File: src/rtl/scr1_tcm_banked.sv
// Banked tightly-coupled memory with an instruction and a data port sharing word-interleaved
// single-port SRAM banks. Same-bank collisions are resolved by a round-robin priority flag.
module scr1_tcm_banked #(
  parameter int          NBANKS    = 2,
  parameter int          BANK_AW   = 10,
  parameter logic [31:0] BASE_ADDR = 32'h0000_0000
) (
  input  logic                      clk,
  input  logic                      rst,
  input  logic                      imem_req,
  input  logic [31:0]               imem_addr,
  output logic                      imem_req_ack,
  output logic [31:0]               imem_rdata,
  output logic [1:0]                imem_resp,
  input  logic                      dmem_req,
  input  logic                      dmem_cmd,
  input  logic [1:0]                dmem_width,
  input  logic [31:0]               dmem_addr,
  input  logic [31:0]               dmem_wdata,
  output logic                      dmem_req_ack,
  output logic [31:0]               dmem_rdata,
  output logic [1:0]                dmem_resp,
  output logic [NBANKS-1:0]         sram_csb,
  output logic [NBANKS-1:0]         sram_web,
  output logic [4*NBANKS-1:0]       sram_wmask,
  output logic [BANK_AW*NBANKS-1:0] sram_addr,
  output logic [32*NBANKS-1:0]      sram_din,
  input  logic [32*NBANKS-1:0]      sram_dout
);

  localparam int          LOG2     = (NBANKS > 1) ? $clog2(NBANKS) : 0;
  localparam int          BW       = (LOG2 > 0) ? LOG2 : 1;
  localparam logic [32:0] WIN      = 33'(NBANKS) << (BANK_AW + 2);
  localparam logic [32:0] BASE_EXT = {1'b0, BASE_ADDR};

  // Addresses below the base wrap to >= 2^32 in 33 bits, so one compare covers both ends.
  function automatic logic in_win(input logic [31:0] a);
    logic [32:0] off;
    off = {1'b0, a} - BASE_EXT;
    return off < WIN;
  endfunction

  function automatic logic [BW-1:0] bank_of(input logic [31:0] a);
    return (NBANKS == 1) ? '0 : BW'(a >> 2);
  endfunction

  function automatic logic [BANK_AW-1:0] word_of(input logic [31:0] a);
    return BANK_AW'(a >> (2 + LOG2));
  endfunction

  function automatic logic misaligned(input logic [1:0] w, input logic [1:0] a);
    case (w)
      2'b00:   return 1'b0;
      2'b01:   return a[0];
      2'b10:   return a != 2'b00;
      default: return 1'b1;
    endcase
  endfunction

  logic [BW-1:0]      i_bank, d_bank;
  logic [BANK_AW-1:0] i_word, d_word;
  logic               i_err, d_err, conflict, i_acc, d_acc;
  logic [3:0]         d_wmask;
  logic [31:0]        d_wdata_rep;

  logic               prio_imem_reg;
  logic               i_vld_reg, i_err_reg, d_vld_reg, d_err_reg, d_rd_reg;
  logic [BW-1:0]      i_bank_reg, d_bank_reg;

  assign i_bank = bank_of(imem_addr);
  assign d_bank = bank_of(dmem_addr);
  assign i_word = word_of(imem_addr);
  assign d_word = word_of(dmem_addr);
  assign i_err  = !in_win(imem_addr) || (imem_addr[1:0] != 2'b00);
  assign d_err  = !in_win(dmem_addr) || misaligned(dmem_width, dmem_addr[1:0]);

  // Erroring requests never touch a bank, so they are kept out of arbitration.
  assign conflict     = imem_req && !i_err && dmem_req && !d_err && (i_bank == d_bank);
  assign imem_req_ack = !rst && imem_req && (!conflict || prio_imem_reg);
  assign dmem_req_ack = !rst && dmem_req && (!conflict || !prio_imem_reg);
  assign i_acc        = imem_req_ack && !i_err;
  assign d_acc        = dmem_req_ack && !d_err;

  always_comb begin
    d_wmask     = 4'b1111;
    d_wdata_rep = dmem_wdata;
    case (dmem_width)
      2'b00: begin
        d_wmask     = 4'b0001 << dmem_addr[1:0];
        d_wdata_rep = {4{dmem_wdata[7:0]}};
      end
      2'b01: begin
        d_wmask     = dmem_addr[1] ? 4'b1100 : 4'b0011;
        d_wdata_rep = {2{dmem_wdata[15:0]}};
      end
      default: ;
    endcase
  end

  generate
    for (genvar gi = 0; gi < NBANKS; gi++) begin : g_bank
      logic i_sel, d_sel, d_wr;
      assign i_sel = i_acc && (i_bank == BW'(gi));
      assign d_sel = d_acc && (d_bank == BW'(gi));
      assign d_wr  = d_sel && dmem_cmd;
      assign sram_csb[gi]                    = !(i_sel || d_sel);
      assign sram_web[gi]                    = !d_wr;
      assign sram_wmask[4*gi +: 4]           = d_wr ? d_wmask : 4'b0000;
      assign sram_addr[BANK_AW*gi +: BANK_AW] = d_sel ? d_word : (i_sel ? i_word : '0);
      assign sram_din[32*gi +: 32]           = d_wr ? d_wdata_rep : 32'h0;
    end
  endgenerate

  always_ff @(posedge clk) begin
    if (rst) begin
      prio_imem_reg <= 1'b0;
      i_vld_reg     <= 1'b0;
      i_err_reg     <= 1'b0;
      i_bank_reg    <= '0;
      d_vld_reg     <= 1'b0;
      d_err_reg     <= 1'b0;
      d_rd_reg      <= 1'b0;
      d_bank_reg    <= '0;
    end else begin
      if (conflict) prio_imem_reg <= !prio_imem_reg;
      i_vld_reg  <= imem_req_ack;
      i_err_reg  <= i_err;
      i_bank_reg <= i_bank;
      d_vld_reg  <= dmem_req_ack;
      d_err_reg  <= d_err;
      d_rd_reg   <= !dmem_cmd;
      d_bank_reg <= d_bank;
    end
  end

  // Response gated by rst so a request accepted just before reset reports nothing.
  assign imem_resp  = (rst || !i_vld_reg) ? 2'b00 : (i_err_reg ? 2'b10 : 2'b01);
  assign dmem_resp  = (rst || !d_vld_reg) ? 2'b00 : (d_err_reg ? 2'b10 : 2'b01);
  assign imem_rdata = (!rst && i_vld_reg && !i_err_reg) ?
                      sram_dout[32*int'(i_bank_reg) +: 32] : 32'h0;
  assign dmem_rdata = (!rst && d_vld_reg && !d_err_reg && d_rd_reg) ?
                      sram_dout[32*int'(d_bank_reg) +: 32] : 32'h0;

endmodule

File: config.mk
export PLATFORM = sky130hd
export DESIGN_NAME = scr1_tcm_banked
export DESIGN_NICKNAME = d
export VERILOG_FILES = /design/src/rtl/scr1_tcm_banked.sv
export SDC_FILE = /design/constraint.sdc
export NUM_CORES = 1
export LEC_CHECK = 0
export CAP_MARGIN = 0
export CELL_PAD_IN_SITES_DETAIL_PLACEMENT = 0
export CELL_PAD_IN_SITES_GLOBAL_PLACEMENT = 1
export CORE_UTILIZATION = 15
export CTS_CLUSTER_SIZE = 20
export DETAILED_ROUTE_END_ITERATION = 12
export GPL_TIMING_DRIVEN = 0
export PLACE_DENSITY_LB_ADDON = 0.05
export SLEW_MARGIN = 20
export SYNTH_ARGS = -nofsm -noshare
export SYNTH_HDL_FRONTEND = slang
export SYNTH_SLANG_ARGS = --single-unit
File: constraint.sdc
create_clock -name clk -period 5.3 [get_ports clk]
set_clock_uncertainty 0.2 [all_clocks]
set_input_delay 1.325 -clock clk [delete_from_list [all_inputs] [get_ports clk]]
set_output_delay 1.325 -clock clk [all_outputs]
set_load 0.05 [all_outputs]
==> impl_metrics.tcl <==
set metrics [dict create \
    hpwl_um 13400 \
    syn_nets 571 \
    drc 0 \
    ys.warnings.count 0 \
    initial_utilization 0.155 \
    synth_edf_count 0 \
    post_synth_num_cell_types 33 \
    rows 47 \
    setup_viol 0 \
    cts_buffers 3 \
    root_buffer "clkbuf_16" \
    fillers 1789 \
    critPathLaunchType "primary input" \
    ys_seq_elements 8 \
    grt_max_degree 11 \
    grt_pass1_vias 4396 \
    die_area_sq_um 17900 \
    routed_wl_um 16600 \
    grt_pass1_wl_um 25000 \
    netlist_top_cells_count "nor2_1 (132), mux2i_1 (88), nand2_1 (24)" \
    maxCapViolations 0 \
    gp_congestion 0.795 \
    ios 333 \
    fin_util 0.404 \
    clk_pin_slew_worst_paths_ps 40 \
    synth.cell_area_sq_um 2600 \
    yosysTopAreaCellShare 0.339 \
    worst_pin_slew_ps 903 \
    power_density_nw_per_um2 72.1 \
    vdd_drop_max_uv 74.1 \
    finalNonFillerCells 972 \
    diodes 0 \
    ys.flop_type "dfxtp_1" \
    dp.cells 956 \
    portBuffers 332 \
    fin_crit_ps 5220 \
    fin_crit_sh 0.984 \
    areaGrowthSynthToFinish_pct 160 \
    cp_max_fo 8 \
    ant_nets 0 \
    tns_ps 0 \
    criticalPathCategory "primary input to primary output" \
    vias_per_cell 4.41 \
    clock.fmax_mhz 192 \
    dp_slack_ps -848 \
    avgSynthCellArea_sq_um 6.44 \
    antenna_found_initial 0 \
    cts_tree "built" \
    status "completed" \
    vias 4289 \
    clock-sinks 8 \
    slew_viol_final 0 \
    yosysTopAreaCell "mux2i_1" \
    ys_top_cells_by_area "mux2i_1 (34%), nor2_1 (19%), o2bb2ai_1 (6.7%), dfxtp_1 (6.2%), nor2_2 (4.8%)" \
    endpoint_kind "primary output" \
    grt_use_total 0.178 \
    clkLatencyLatePin_ps 230 \
    hold_violations 0 \
    postSynthCellCount 404 \
    dr.pass1.iters 4 \
    core_sq_um 16800 \
    drt_iter0_markers 107 \
    nets 921 \
    die_y_um 134 \
    gr-total-overflow 0 \
    hp-class "flip-flop to flip-flop" \
    worstPathRequired_ps 3770 \
    leakage_nw 3.24 \
    cp.arrival_ps 3690 \
    synthMostInstantiatedCell "nor2_1" \
    max_slew_margin 0.396 \
    setup_slack_ps 82.8 \
    drive_above_1_share 0.246 \
    async_flop_share 0 \
    synth_sequential_area_ratio 0.0616 \
    htree_levels 1 \
    wl_per_cell_um 17.1 \
    die_w_um 134 \
    clk_path_buf_depth 2 \
]
==> per-stage QoR <==
| step | hold slack [ps] | cell area, sq um | power (W) |
|---|---|---|---|
| 3_5_place_dp | 410 | 6200 | 0.000357 |
| 6_report | 429 | 6770 | 0.000489 |
| 3_3_place_gp | 399 | 6200 | 0.000353 |
| 2_1_floorplan | 353 | 2610 | 0.000184 |
| 4_1_cts | 419 | 6650 | 0.000490 |
| 5_1_grt | 453 | 6770 | 0.000518 |
==> final cells by class <==
cell class	count	area [sq um]	share of cell area
Inverter	13	48.8	0.00721
Clock buffer	3	75.1	0.0111
Timing Repair Buffer	345	3460	0.511
Multi-Input combinational cell	352	2520	0.373
Buffer	31	228	0.0336
Sequential cell	8	160	0.0237
Tap cell	220	275	0.0407
==> repair_timing <==
action,4_1_cts,5_1_grt
setup buffers,3,5
hold buffers,0,0
gates resized for setup,609,74
pin swaps,23,17
setup endpoints to repair,117,101
gates cloned,5,0
==> kinds of logic (layout without fill, tap and decap cells) <==
group                     after synthesis  in the layout  share of synthesized area
muxes                                  88             88                      0.339
DFF                                     8              8                     0.0616
and+or+nand+nor                       224            224                      0.397
xor gates and xnor gates                1              1                    0.00337
AOI/OAI and AO/OA                      39             39                      0.115
buffers and inverters                  44            392                     0.0842
==> layer usage <==
layer  up-vias  routed length [um]  GRT usage
met5         -                   0          0
met4         0                 185     0.0278
met3        12                1230     0.0361
met2       208                8780      0.345
met1      1961                6430      0.199
li1       2108                   -          -
==> cells in the final DEF (no fill, tap or decap), drive strengths merged, types with 2 or more instances in the layout <==
cell type / Yosys / final
dlymetal6s2s: 0 / 29
clkbuf: 15 / 17
dlygate4sd2: 0 / 17
dfxtp: 8 / 8
nand2: 24 / 24
nor4: 10 / 10
mux2i: 88 / 88
nor3b: 2 / 2
buf: 16 / 108
o311ai: 4 / 4
or3: 2 / 2
clkdlybuf4s15: 0 / 18
o2bb2ai: 20 / 20
nand4: 5 / 5
nor2: 154 / 154
nor3: 4 / 4
or4: 2 / 2
a21oi: 11 / 11
clkdlybuf4s18: 0 / 2
clkdlybuf4s50: 0 / 188
and2: 2 / 2
and3: 10 / 10
nand3: 3 / 3
inv: 13 / 13
o21a: 2 / 2
==> power breakdown <==
group / internal (W) / total (W) / leakage [nW] / switching, W
Sequential: 0.0000634 / 0.0000644 / 0.0666 / 0.000000937
Clock: 0.0000971 / 0.000125 / 0.0370 / 0.0000278
Combinational: 0.000164 / 0.000299 / 3.13 / 0.000136
==> critical path: stages <==
cell and delay [ps]:
dlygate4sd2_1 230, or3_4 330, or2_1 260, or3_4 370, or4_4 560, buf_12 180
buf_16 150, nor2_4 110, buf_6 160
==> final timing paths <==
path,from,to,slack (ps),cells after the start
worst min register to register,prio_imem_reg,prio_imem_reg,430,3
worst min-delay path,prio_imem_reg,prio_imem_reg,430,3
worst max-delay path,dmem_addr[30],sram_din[59],80,9
worst max register to register,prio_imem_reg,prio_imem_reg,4220,3
Note: power is estimated with default switching activity, not from simulation.
